--- src/rtl/div_unit.sv ---
// Multi-cycle RV32M divide/remainder unit.
// Radix-2 restoring divider with sign fix-up and early-out special cases.
module div_unit #(
  parameter int XLEN = 32
) (
  input  logic            clk,
  input  logic            rst_n,
  input  logic            div_start,
  input  logic [2:0]      div_op,
  input  logic [XLEN-1:0] rs1_val,
  input  logic [XLEN-1:0] rs2_val,
  input  logic [4:0]      rd_in,
  input  logic            kill,
  output logic            busy,
  output logic            done,
  output logic [XLEN-1:0] result,
  output logic [4:0]      rd_out
);

  typedef enum logic [1:0] {
    IDLE,
    CALC,
    FIX,
    DONE
  } state_t;

  localparam logic [XLEN-1:0] MIN_NEG = {1'b1, {(XLEN-1){1'b0}}};
  localparam logic [5:0] LAST = 6'(XLEN-1);

  state_t state, state_nxt;

  logic [1:0]      op;
  logic [4:0]      rd;
  logic            sa, sb;
  logic [XLEN-1:0] quo, rem, dvs;
  logic [5:0]      cnt;

  logic            acc, dz, ovf, sgn;
  logic [XLEN-1:0] a_abs, b_abs, spc_val, fix_val;
  logic [XLEN:0]   rsh, diff;

  assign sgn = ~div_op[0];
  assign acc = (state == IDLE) && div_start && div_op[2] && !kill;
  assign dz  = (rs2_val == '0);
  assign ovf = sgn && (rs1_val == MIN_NEG) && (rs2_val == '1);

  assign a_abs = (sgn && rs1_val[XLEN-1]) ? -rs1_val : rs1_val;
  assign b_abs = (sgn && rs2_val[XLEN-1]) ? -rs2_val : rs2_val;

  // Divide-by-zero wins over overflow; they cannot overlap anyway.
  assign spc_val = dz ? (div_op[1] ? rs1_val : '1)
                      : (div_op[1] ? '0 : MIN_NEG);

  assign rsh  = {rem, quo[XLEN-1]};
  assign diff = rsh - {1'b0, dvs};

  always_comb begin
    fix_val = quo;
    unique case (op)
      2'b00: fix_val = (sa ^ sb) ? -quo : quo;
      2'b01: fix_val = quo;
      2'b10: fix_val = sa ? -rem : rem;
      2'b11: fix_val = rem;
      default: fix_val = quo;
    endcase
  end

  always_comb begin
    state_nxt = state;
    if (kill) begin
      state_nxt = IDLE;
    end else begin
      unique case (state)
        IDLE: if (acc) state_nxt = (dz || ovf) ? DONE : CALC;
        CALC: if (cnt == LAST) state_nxt = FIX;
        FIX:  state_nxt = DONE;
        DONE: state_nxt = IDLE;
        default: state_nxt = IDLE;
      endcase
    end
  end

  always_ff @(posedge clk or negedge rst_n) begin
    if (!rst_n) state <= IDLE;
    else        state <= state_nxt;
  end

  always_ff @(posedge clk or negedge rst_n) begin
    if (!rst_n) begin
      op     <= '0;
      rd     <= '0;
      sa     <= 1'b0;
      sb     <= 1'b0;
      quo    <= '0;
      rem    <= '0;
      dvs    <= '0;
      cnt    <= '0;
      result <= '0;
      rd_out <= '0;
    end else if (!kill) begin
      if (acc) begin
        op  <= div_op[1:0];
        rd  <= rd_in;
        sa  <= rs1_val[XLEN-1];
        sb  <= rs2_val[XLEN-1];
        quo <= a_abs;
        dvs <= b_abs;
        rem <= '0;
        cnt <= '0;
        if (dz || ovf) begin
          result <= spc_val;
          rd_out <= rd_in;
        end
      end else if (state == CALC) begin
        cnt <= cnt + 6'd1;
        if (!diff[XLEN]) begin
          rem <= diff[XLEN-1:0];
          quo <= {quo[XLEN-2:0], 1'b1};
        end else begin
          rem <= rsh[XLEN-1:0];
          quo <= {quo[XLEN-2:0], 1'b0};
        end
      end else if (state == FIX) begin
        result <= fix_val;
        rd_out <= rd;
      end
    end
  end

  assign busy = (state == CALC) || (state == FIX);
  assign done = (state == DONE);

endmodule

--- config.mk ---
export PLATFORM = sky130hd
export DESIGN_NAME = div_unit
export DESIGN_NICKNAME = d
export VERILOG_FILES = /design/src/rtl/div_unit.sv
export SDC_FILE = /design/constraint.sdc
export NUM_CORES = 1
export LEC_CHECK = 0
export CAP_MARGIN = 25
export CORE_ASPECT_RATIO = 1.1
export CORE_UTILIZATION = 57
export DETAILED_ROUTE_END_ITERATION = 16
export PLACE_DENSITY = 0.8
export SETUP_SLACK_MARGIN = 0.4
export SYNTH_ARGS = -nofsm -noshare
export SYNTH_HDL_FRONTEND = slang
export SYNTH_SLANG_ARGS = --single-unit
--- constraint.sdc ---
create_clock -name clk -period 3.6 [get_ports clk]
set_clock_uncertainty 0.15 [all_clocks]
set_input_delay 0.54 -clock clk [delete_from_list [all_inputs] [get_ports clk]]
set_output_delay 0.54 -clock clk [all_outputs]
set_load 0.1 [all_outputs]
Yosys cells after proc, flatten, opt, wreduce, memory -nomap -nowiden
Index checks and enable logic that the tools add are counted.

Bits of input ports: 76. Word-level logic and storage cells: 81. Register bits: 150. Output and inout port bits: 39.

$add $sub $neg: 6. Muxes and demuxes: 29. Bitwise gates (word level): 3. Equality and inequality tests: 13. Reductions and logical operators: 19.

Operator list (count): $mux 32 (16); $neg 32->32 (4); $pmux 32 s4 (1); $eq 32x32->1 const B (2); $sub 33x32->33 (1); $logic_not 32->1 (1); $mux 5 (4); $mux 6 (2); $eq 2x2->1 const B (4); $mux 2 (4); $pmux 2 s4 (1); $logic_and 1x1->1 (7); $add 6x1->6 const B (1); $eq 6x5->1 const B (1); $ne 3x3->1 const B (2); $reduce_and 2->1 (3); $eq 2x1->1 const B (2); $logic_not 2->1 (2); $reduce_and 4->1 (1); $reduce_bool 2->1 (2); $logic_or 1x1->1 (2); $ne 2x1->1 const B (1); $ne 2x2->1 const B (1); $not 1->1 (2); other kinds (3) (3).

Logic depth before layout (Yosys ltp)
Gate-level depths: netlist (run 1).

Depth in word-level cells: 8. Depth in mapped cells: 14. Depth with buffers taken out: 12.

Worst setup path before layout (run 1)
No wires, ideal clock.

Path kind: register to register. From: register quo[31]. To: register rem[1]. Data arrival time: 2.989 ns. Data required time: 3.328 ns. Path buffers: 1. Period minus slack after synthesis: 3.260 ns. Cell stages (with the launch flop): 14. Slack: 0.340 ns. Path through: dfrtp_1 > inv_1 > ha_1 > fa_1 > nand2b_1 > a21oi_1 > o21ai_0 > a211oi_1 > nor4b_1 > nor2_1 > xor2_1 > buf_2 > nand2_1 > a32o_1.

Cells in the longest elaborated chain, start to end: 4.

Ends and longest elaborated chain: from (decl) (line 35) `logic [XLEN-1:0] quo, rem, dvs;`; from (signal assigned) (line 106) `quo <= a_abs;`; from (signal assigned) (line 118) `quo <= {quo[XLEN-2:0], 1'b1};`; from (signal assigned) (line 121) `quo <= {quo[XLEN-2:0], 1'b0};`; $sub 33x32->33 (line 55) `assign diff = rsh - {1'b0, dvs};`; $mux 32 (line 116) `if (!diff[XLEN]) begin`; $mux 32 (line 114) `end else if (state == CALC) begin`; $mux 32 (line 101) `if (acc) begin`; to (signal assigned) (line 117) `rem <= diff[XLEN-1:0];`; to (signal assigned) (line 120) `rem <= rsh[XLEN-1:0];`; to (decl) (line 35).

No other way between the ends. The select of a mux whose other input is x is not followed. A chain may end at the register's enable or synchronous reset.

Worst setup path after layout (run 1)
From: register quo[31]. To: register rem[13].

Same word-level chain as after synthesis.

==> impl_metrics.json, run 1 <==
{
  "ys_async_sr_fraction_pct": 100,
  "pwr-share-comb_pct": 67.4,
  "dpl_cell_area_mm2": 0.0135,
  "worstSetupPathType": "register to register",
  "io_buffers": 114,
  "start_util_pct": 58.0,
  "syn-num-nets": 1571,
  "p_switching_w": 0.00763,
  "finalNonFillerCells": 1907,
  "power_density_mw_per_mm2": 1010,
  "cts_tree": "yes",
  "power_frac_clock_pct": 11.9,
  "pwr-share-seq_pct": 20.6,
  "ctsHtreeMaxLevel": 4,
  "yosysMostFrequentCell": "nand2_1",
  "num-nets-final": 1762,
  "clkTransAtPathRegs_ns": 0.07,
  "worst_pin_slew_ns": 0.988,
  "synth_top_area_cell": "dfrtp_1",
  "switching_share_pct": 51.4,
  "vias": 11700,
  "num_io_pins": 115,
  "cp_data_required_time_ns": 3.74,
  "ys_seq_area_share_pct": 32.8,
  "ant_nets": 0,
  "clock_latency_ns": 0.44,
  "grt_usage_pct": 33.6,
  "grt_max_degree": 95,
  "synthTopCellsByArea": "dfrtp_1, o21ai_0, nand2_1",
  "end_kind": "register",
  "drtPass1Iterations": 6,
  "synth_cell_types": 71,
  "ys_ff_latch": 150,
  "drcViolationCount": 0,
  "grt_pass1_wl_um": 54100,
  "placed_cells": 1851,
  "drv_cap": 0,
  "grt_pass1_vias": 11000,
  "ys.flop_type": "dfrtp_1",
  "row_count": 54,
  "ir_drop_v": 0.000705,
  "critPathArrivalTime_ns": 3.43,
  "hold_viol_final": 0,
  "fmax_ghz": 0.304,
  "n_antenna_cell": 0,
  "status": "finished, final reports clean",
  "area_delta_synth_final_pct": 28.9,
  "power_w": 0.0148,
  "cp_max_fo": 6,
  "dieWidth_um": 137,
  "drive_above_1_share_pct": 15.6,
  "design_area_mm2": 0.0148,
  "synth_area_per_cell_um2": 7.89,
  "grt_overflow": 0,
  "setup_viol": 0,
  "numCtsBuffers": 17,
  "multiInputGateArea_mm2": 0.00760,
  "crit_path_start_kind": "register",
  "cts.sinks": 150,
  "n_fill_cell": 1535,
  "fin_crit_sh_pct": 91.4,
  "area.sequential_mm2": 0.00376,
  "slew-limit-headroom_pct": 34.0,
  "syn_area_mm2": 0.0114,
  "hold_class": "register to register",
  "drt_first_iter_violations": 982,
  "rsz0062_at_grt": "yes",
  "root_buffer": "clkbuf_16",
  "synth_commonest_cells": "nand2_1, o21ai_0, dfrtp_1, nor2_1, a21oi_1",
  "routed_wl_um": 35000,
  "synthCells": 1451,
  "clockBufferDepth": 2,
  "die_h_um": 151,
  "post_drt_wl_per_cell_um": 18.4,
  "synth_edf_count": 0,
  "via_per_inst": 6.14,
  "dpl.hpwl_um": 24500,
  "dieArea_mm2": 0.0207,
  "place_congestion": 0.987,
  "core_mm2": 0.0197,
  "antenna_found_initial": 0,
  "yosysTopAreaCellShare_pct": 32.8,
  "intPower_w": 0.00722,
  "final-max-slew-violation-count": 0,
  "p_leak_nw": 6.30,
  "fin_crit_ns": 3.29,
  "synth_warnings": 0
}
layer usage:
| metal | up-vias | wire, µm | global-route usage (%) | part of all wire (%) |
|---|---|---|---|---|
| li1 | 5549 | - | - | - |
| met1 | 5509 | 14400 | 42.2 | 41 |
| met2 | 538 | 16700 | 56.0 | 48 |
| met3 | 112 | 2180 | 4.58 | 6.2 |
| met4 | 0 | 1660 | 17.6 | 4.7 |
| met5 | - | 0 | 0 | 0 |
through the flow:
stage | hold WS [ns] | setup TNS [ns] | util (%) | worst slack, ns
6_report | 0.318 | 0 | 74.8 | 0.309
5_1_grt | 0.349 | 0 | 74.8 | 0.205
4_1_cts | 0.321 | 0 | 72.8 | 0.356
3_5_place_dp | 0.305 | -2.93 | 68.6 | -0.120
3_3_place_gp | 0.299 | -0.388 | 68.6 | -0.0195
2_1_floorplan | 0.0944 | 0 | - | 0.389
area by class of cell:
class	count	share of cell area (%)
Multi-Input combinational cell	1173	51.5
Sequential cell	150	25.5
Timing Repair Buffer	247	15.6
Clock buffer	18	2.98
Tap cell	252	2.14
Inverter	53	1.35
Clock inverter	14	0.941
cells in the final DEF, fill, tap and decap left out, types with 6 or more instances in the layout:
| cell type | count |
|---|---|
| buf_6 | 7 |
| nand3_1 | 19 |
| nor3_1 | 23 |
| or3_1 | 21 |
| a21o_1 | 12 |
| nor2b_1 | 6 |
| o41ai_1 | 8 |
| clkdlybuf4s50_1 | 111 |
| o211ai_1 | 6 |
| o21ai_0 | 151 |
| or4_1 | 8 |
| clkbuf_16 | 17 |
| xor2_1 | 67 |
| nor4_2 | 6 |
| nand2b_1 | 34 |
| o31ai_1 | 19 |
| nand4_1 | 19 |
| and3_1 | 7 |
| o22ai_1 | 9 |
| inv_1 | 50 |
| nand2_1 | 193 |
| a21oi_1 | 106 |
| xnor2_1 | 74 |
| dfrtp_2 | 7 |
| a31oi_1 | 7 |
| a211oi_1 | 17 |
| nor4_1 | 8 |
| o221ai_1 | 10 |
| nor2_1 | 132 |
| dfrtp_1 | 143 |
| a32oi_1 | 7 |
| or2_2 | 12 |
| ha_4 | 8 |
| buf_4 | 118 |
| inv_6 | 7 |
| o21ai_1 | 20 |
| buf_12 | 7 |
| mux2i_1 | 19 |
| ha_1 | 35 |
logic make-up (layout without fill, tap and decap cells):
logic type | Yosys count | count (layout) | synth area share [%]
adders and majority gates | 44 | 44 | 4.87
buffers and inverters | 129 | 332 | 4.34
AOI/OAI and AO/OA | 430 | 430 | 22.7
DFF | 150 | 150 | 32.8
and+or+nand+nor | 526 | 527 | 21.8
xor gates and xnor gates | 143 | 143 | 10.9
muxes | 29 | 29 | 2.59
registers in the layout (all words and copies together) (netlist names):
register	cells
dvs	32
quo	32
rem	32
result	32
cnt	6
rd	5
rd_out	5
op	2
state	2
sa	1
sb	1
power groups by stage:
stage | clock network (W) | logic [W] | registers [W]
after global routing | 0.00186 | 0.0108 | 0.00316
after detailed placement | 0 | 0.00896 | 0.00303
after global placement | 0 | 0.00879 | 0.00298
after CTS | 0.00178 | 0.00931 | 0.00301
after floorplan | 0 | 0.00547 | 0.00409
final | 0.00177 | 0.0100 | 0.00307
worst paths after layout:
check	startpoint	end	slack [ns]	cells after the start
min reg2reg	rd[2]$_DFFE_PN0P_	rd[2]$_DFFE_PN0P_	0.32	2
max reg2reg	quo[31]$_DFFE_PN0P_	rem[13]$_DFFE_PN0P_	0.31	16
min	rd[2]$_DFFE_PN0P_	rd[2]$_DFFE_PN0P_	0.32	2
max in group asynchronous	rst_n	dvs[0]$_DFFE_PN0P_	1.89	3
max	quo[31]$_DFFE_PN0P_	rem[13]$_DFFE_PN0P_	0.31	16
min in group asynchronous	rst_n	result[5]$_DFFE_PN0P_	0.47	2
worst max-delay path, cell delays in order, from the launching register on:
cell and delay [ns]:
dfrtp_1 0.37, inv_2 0.08, ha_4 0.18, fa_2 0.38, nand2b_4 0.17, a21oi_4 0.17, o21ai_4 0.10, a211oi_2 0.20
buf_4 0.18, nor4b_4 0.04, nor2_1 0.08, buf_4 0.14, xor2_4 0.26, buf_12 0.17, buf_16 0.13, mux2i_1 0.25
o21ai_1 0.09
timing repair:
item,in CTS,in global routing
cloned,3,1
hold endpoints to repair,56,0
resized for setup,27,82
pin swaps,5,20
hold buffers,1,0
setup buffers,4,15
endpoints found under the setup margin,66,68
No activity file was read; power rests on OpenSTA's default activity.
==> inputs of run 2 (changes only) <==
- SKIP_CTS_REPAIR_TIMING: not set -> 1
==> run 2 against run 1 <==
Compared with the run above: sequential power is essentially flat; wire length shrank 1.3%; sequential share of layout area grew 0.38 points; global-route usage shrank 1.3 points; combinational power is essentially flat; power shrank 1.8%; utilization shrank 1.2 points; die area is the same; clock-buffer cell count is the same; critical path type unchanged; critical endpoint is now rem[11]$_DFFE_PN0P_; largest cell class unchanged; largest power group unchanged; highest routed layer unchanged.
==> impl_metrics.json, run 2 (synthesis gave the netlist of run 1 again) <==
{
  "cts_tree": "yes",
  "reg2reg_setup_slack_ns": 0.33,
  "p_switching_w": 0.00752,
  "routed_wl_um": 34600,
  "drcViolationCount": 0,
  "rsz0062_at_grt": "yes",
  "n_antenna_cell": 0,
  "pwr-share-comb_pct": 66.8,
  "cp_max_fo": 7,
  "via_per_inst": 6.12,
  "status": "finished, final reports clean",
  "p_leak_nw": 6.21,
  "intPower_w": 0.00705,
  "path_cells": "ha_4 -> fa_2 -> nand2b_4 -> a21oi_4 -> o21ai_2 -> a211oi_2 -> buf_4 -> nor4b_2 -> nor2_1 -> buf_4 -> xor2_4 -> buf_12 -> buf_12 -> mux2i_1 -> o21ai_1",
  "power_density_mw_per_mm2": 1000,
  "start_util_pct": 58.0,
  "io_buffers": 114,
  "cp_data_required_time_ns": 3.73,
  "fmax_ghz": 0.305,
  "crit_path_start_kind": "register",
  "row_count": 54,
  "root_buffer": "clkbuf_16",
  "dieWidth_um": 137,
  "pwr-share-seq_pct": 20.9,
  "critPathArrivalTime_ns": 3.40,
  "clockBufferDepth": 2,
  "fin_crit_sh_pct": 90.9,
  "grt_overflow": 0,
  "layout_common_cells": "nand2_1, o21ai_0, dfrtp_1, nor2_1, buf_4",
  "hold_viol_final": 0,
  "drt_first_iter_violations": 1060,
  "dpl_cell_area_mm2": 0.0135,
  "vias": 11600,
  "final_common_cell": "nand2_1",
  "drtPass1Iterations": 7,
  "hold_class": "register to register",
  "drive_above_1_share_pct": 14.1,
  "slowest_delay_ns": 0.44,
  "numCtsBuffers": 17,
  "dieArea_mm2": 0.0207,
  "worstSetupPathType": "register to register",
  "ant_nets": 0,
  "grt_usage_pct": 32.3,
  "design_area_mm2": 0.0145,
  "drv_cap": 0,
  "area_delta_synth_final_pct": 26.9,
  "slew-limit-headroom_pct": 34.0,
  "finalNonFillerCells": 1896,
  "grt_max_degree": 95,
  "ctsHtreeMaxLevel": 4,
  "core_mm2": 0.0197,
  "place_congestion": 0.987,
  "post_drt_wl_per_cell_um": 18.2,
  "cp_num_buf_inv": 4,
  "dpl.hpwl_um": 24500,
  "num-nets-final": 1751,
  "clkTransAtPathRegs_ns": 0.07,
  "antenna_found_initial": 0,
  "num_io_pins": 115,
  "grt_pass1_vias": 10600,
  "cp_top_family": "compound AO/OA/AOI/OAI gates",
  "cts.sinks": 150,
  "ir_drop_v": 0.000707,
  "end_kind": "register",
  "fin_crit_ns": 3.27,
  "final_core_util_pct": 73.6,
  "cp_slowest_cell": "dfrtp_1",
  "worst_pin_slew_ns": 0.988,
  "power_frac_clock_pct": 12.2,
  "grt_pass1_wl_um": 52200,
  "clock_latency_ns": 0.44,
  "switching_share_pct": 51.6,
  "final-max-slew-violation-count": 0,
  "die_h_um": 151,
  "placed_cells": 1851,
  "setup_viol": 0
}
[run 2: cell types whose count changed in the layout (fill, tap and decap cells not counted), sizes merged]
cell / before / now
clkbuf: 18 / 20
buf: 135 / 122
[run 2: per-stage QoR]
stage	setup WS (ns)	hold slack (ns)	setup TNS [ns]	total power (W)
2_1_floorplan	0.389	0.0944	0	0.00955
3_3_place_gp	-0.0195	0.299	-0.388	0.0118
3_5_place_dp	-0.120	0.305	-2.93	0.0120
4_1_cts	-0.0266	-0.0781	-0.0704	0.0138
5_1_grt	0.262	0.349	0	0.0155
6_report	0.326	0.318	0	0.0146
[run 2: final cells by class]
cell class | count | area, µm²
Multi-Input combinational cell | 1173 | 7490
Fill cell | 1559 | 5200
Sequential cell | 150 | 3760
Timing Repair Buffer | 236 | 2190
Clock buffer | 18 | 439
Tap cell | 252 | 315
Inverter | 53 | 199
Clock inverter | 14 | 139
[run 2: worst paths after layout]
kind	from	end	cells after the start
max	dvs[0]$_DFFE_PN0P_	rem[11]$_DFFE_PN0P_	15
min	rd[2]$_DFFE_PN0P_	rd[2]$_DFFE_PN0P_	2
max reg2reg	dvs[0]$_DFFE_PN0P_	rem[11]$_DFFE_PN0P_	15
min reg2reg	rd[2]$_DFFE_PN0P_	rd[2]$_DFFE_PN0P_	2
max in group asynchronous	rst_n	rem[14]$_DFFE_PN0P_	3
min in group asynchronous	rst_n	result[5]$_DFFE_PN0P_	2
[run 2: layer usage]
metal	vias up	share of wire (%)	global-route usage, %
li1	5523	-	-
met3	104	6.2	4.44
met1	5444	42	41.4
met2	536	48	54.1
met5	-	0	0
met4	0	4.3	13.9
[run 2: tightest hold or removal path: stages (launching register included)]
cell     delay (ns)
dfrtp_1        0.32
nand2_1        0.04
nand2_1        0.07
[run 2: power groups by stage]
stage          sequential [W]  clock [W]  combinational, W
3_5_place_dp          0.00303          0           0.00896
5_1_grt               0.00314    0.00186            0.0105
3_3_place_gp          0.00298          0           0.00879
4_1_cts               0.00300    0.00178           0.00903
6_report              0.00305    0.00178           0.00974
2_1_floorplan         0.00409          0           0.00547
==> inputs of run 3 (changes only) <==
- ABC_CLOCK_PERIOD_IN_PS: not set -> 3600
- CAP_MARGIN: 25 -> not set
- CORE_MARGIN: not set -> 2
==> run 3 against run 2 <==
Compared with the run above: die area grew 2.8%; power shrank 0.50%; cell count decreased by 0.37%; sequential share of layout area is 0.12 points higher; clock power about the same; worst hold slack worse by 0.28 ns; design area fell by 0.49%; maximum frequency is 2.4% higher.
==> impl_metrics.json, run 3 (synthesis gave the netlist of run 1 again) <==
{
  "final-max-slew-violation-count": 0,
  "grt_usage_pct": 30.5,
  "whs_ns": 0.0374,
  "final_core_util_pct": 73.0,
  "cp_max_fo": 7,
  "finalNonFillerCells": 1889,
  "end_kind": "register",
  "numCtsBuffers": 17,
  "cts_tree": "yes",
  "ctsHtreeMaxLevel": 4,
  "cp_common_cell": "nor2_1",
  "dieWidth_um": 139,
  "row_count": 54,
  "die_h_um": 153,
  "cp_data_required_time_ns": 3.76,
  "place_congestion": 0.926,
  "drv_cap": 0,
  "hold_viol_final": 0,
  "rsz0062_at_grt": "yes",
  "grt_overflow": 0,
  "slew-limit-headroom_pct": 33.8,
  "slowest_delay_ns": 0.58,
  "drcViolationCount": 0,
  "core_mm2": 0.0198,
  "multiInputGateArea_mm2": 0.00749,
  "status": "finished, final reports clean",
  "crit_path_start_kind": "register",
  "vias": 11600,
  "start_util_pct": 57.8,
  "fin_crit_sh_pct": 88.8,
  "dieArea_mm2": 0.0212,
  "final_common_cell": "nand2_1",
  "ant_nets": 0,
  "n_antenna_cell": 0,
  "drt_first_iter_violations": 1213,
  "layout_common_cells": "nand2_1, o21ai_0, dfrtp_1, nor2_1, clkdlybuf4s50_1",
  "drtPass1Iterations": 6,
  "placed_cells": 1845,
  "worst_pin_slew_ns": 0.990,
  "num-nets-final": 1744,
  "worstSetupPathType": "register to register",
  "routed_wl_um": 33900,
  "clockBufferDepth": 2,
  "area.sequential_mm2": 0.00376,
  "setup_viol": 0,
  "grt_pass1_wl_um": 53600,
  "num_io_pins": 115,
  "grt_max_degree": 90,
  "clkTransAtPathRegs_ns": 0.07,
  "n_fill_cell": 1575,
  "power_density_mw_per_mm2": 1000,
  "via_per_inst": 6.12,
  "root_buffer": "clkbuf_16",
  "clock_latency_ns": 0.43,
  "cp_slowest_cell": "or4_1",
  "design_area_mm2": 0.0145,
  "fin_crit_ns": 3.20,
  "ir_drop_v": 0.000814,
  "tns_ns": 0,
  "path_cells": "or3_1 -> or3_1 -> or4_1 -> nor2_1 -> nor2_1 -> xnor2_1 -> nor2_1 -> a221oi_1 -> o21ai_0",
  "p_leak_nw": 6.18,
  "io_buffers": 114,
  "dpl_cell_area_mm2": 0.0135,
  "fmax_ghz": 0.313,
  "critPathArrivalTime_ns": 3.35,
  "post_drt_wl_per_cell_um": 17.9,
  "antenna_found_initial": 0,
  "hold_class": "primary input to asynchronous set/reset pin",
  "area_delta_synth_final_pct": 26.3,
  "drive_above_1_share_pct": 13.6,
  "cts.sinks": 150,
  "grt_pass1_vias": 11000,
  "dpl.hpwl_um": 24300
}
-- run 3: cell count changes in the layout (fill, tap and decap cells not counted), sizes merged --
cell / delta
dlygate4sd3: -1
inv: -6
bufinv: +1
clkinvlp: +3
clkbuf: -1
buf: -6
clkinv: +3
-- run 3: worst paths after layout --
path                                     startpoint                      to  cells after the start  slack [ns]
min in group clk                dvs[25]$_DFFE_PN0P_     dvs[25]$_DFFE_PN0P_                      2        0.33
worst max register to register  quo[21]$_DFFE_PN0P_  result[27]$_DFFE_PN0P_                      9        0.40
max in group asynchronous                     rst_n      quo[3]$_DFFE_PN0P_                      2        2.39
worst min register to register  dvs[25]$_DFFE_PN0P_     dvs[25]$_DFFE_PN0P_                      2        0.33
worst min-delay path                          rst_n   result[4]$_DFFE_PN0P_                      1        0.04
worst max-delay path            quo[21]$_DFFE_PN0P_  result[27]$_DFFE_PN0P_                      9        0.40
-- run 3: metal layers --
| layer | share of wire, % | wire length (µm) | track usage, % |
|---|---|---|---|
| met5 | 0 | 0 | 0 |
| met4 | 2.8 | 942 | 11.0 |
| met3 | 6.4 | 2170 | 5.12 |
| met2 | 49 | 16600 | 51.5 |
| met1 | 42 | 14200 | 39.7 |
-- run 3: power by group --
part           total (W)  switching, W  internal [W]
sequential       0.00304      0.000682       0.00236
combinational    0.00968       0.00598       0.00370
clock            0.00178      0.000759       0.00102
total             0.0145       0.00743       0.00708
-- run 3: area by class of cell --
| type | instances | area share (%) |
|---|---|---|
| Multi-Input combinational cell | 1173 | 51.8 |
| Clock inverter | 15 | 1.09 |
| Clock buffer | 17 | 2.94 |
| Sequential cell | 150 | 26.0 |
| Inverter | 53 | 1.38 |
| Tap cell | 252 | 2.18 |
| Timing Repair Buffer | 229 | 14.6 |
-- run 3: metrics by stage --
step	worst slack [ns]	power (W)
4_1_cts	0.0537	0.0138
6_report	0.404	0.0145
5_1_grt	0.324	0.0154
3_3_place_gp	-0.0666	0.0117
2_1_floorplan	0.389	0.00955
3_5_place_dp	-0.220	0.0120
-- run 3: critical path, delay by kind of cell (launching register included) --
kind / cells / cell delay [ns]
flip-flops: 1 / 0.45
AND/OR/NAND/NOR: 6 / 1.87
AO/OA/AOI/OAI: 2 / 0.44
XOR/XNOR: 1 / 0.16
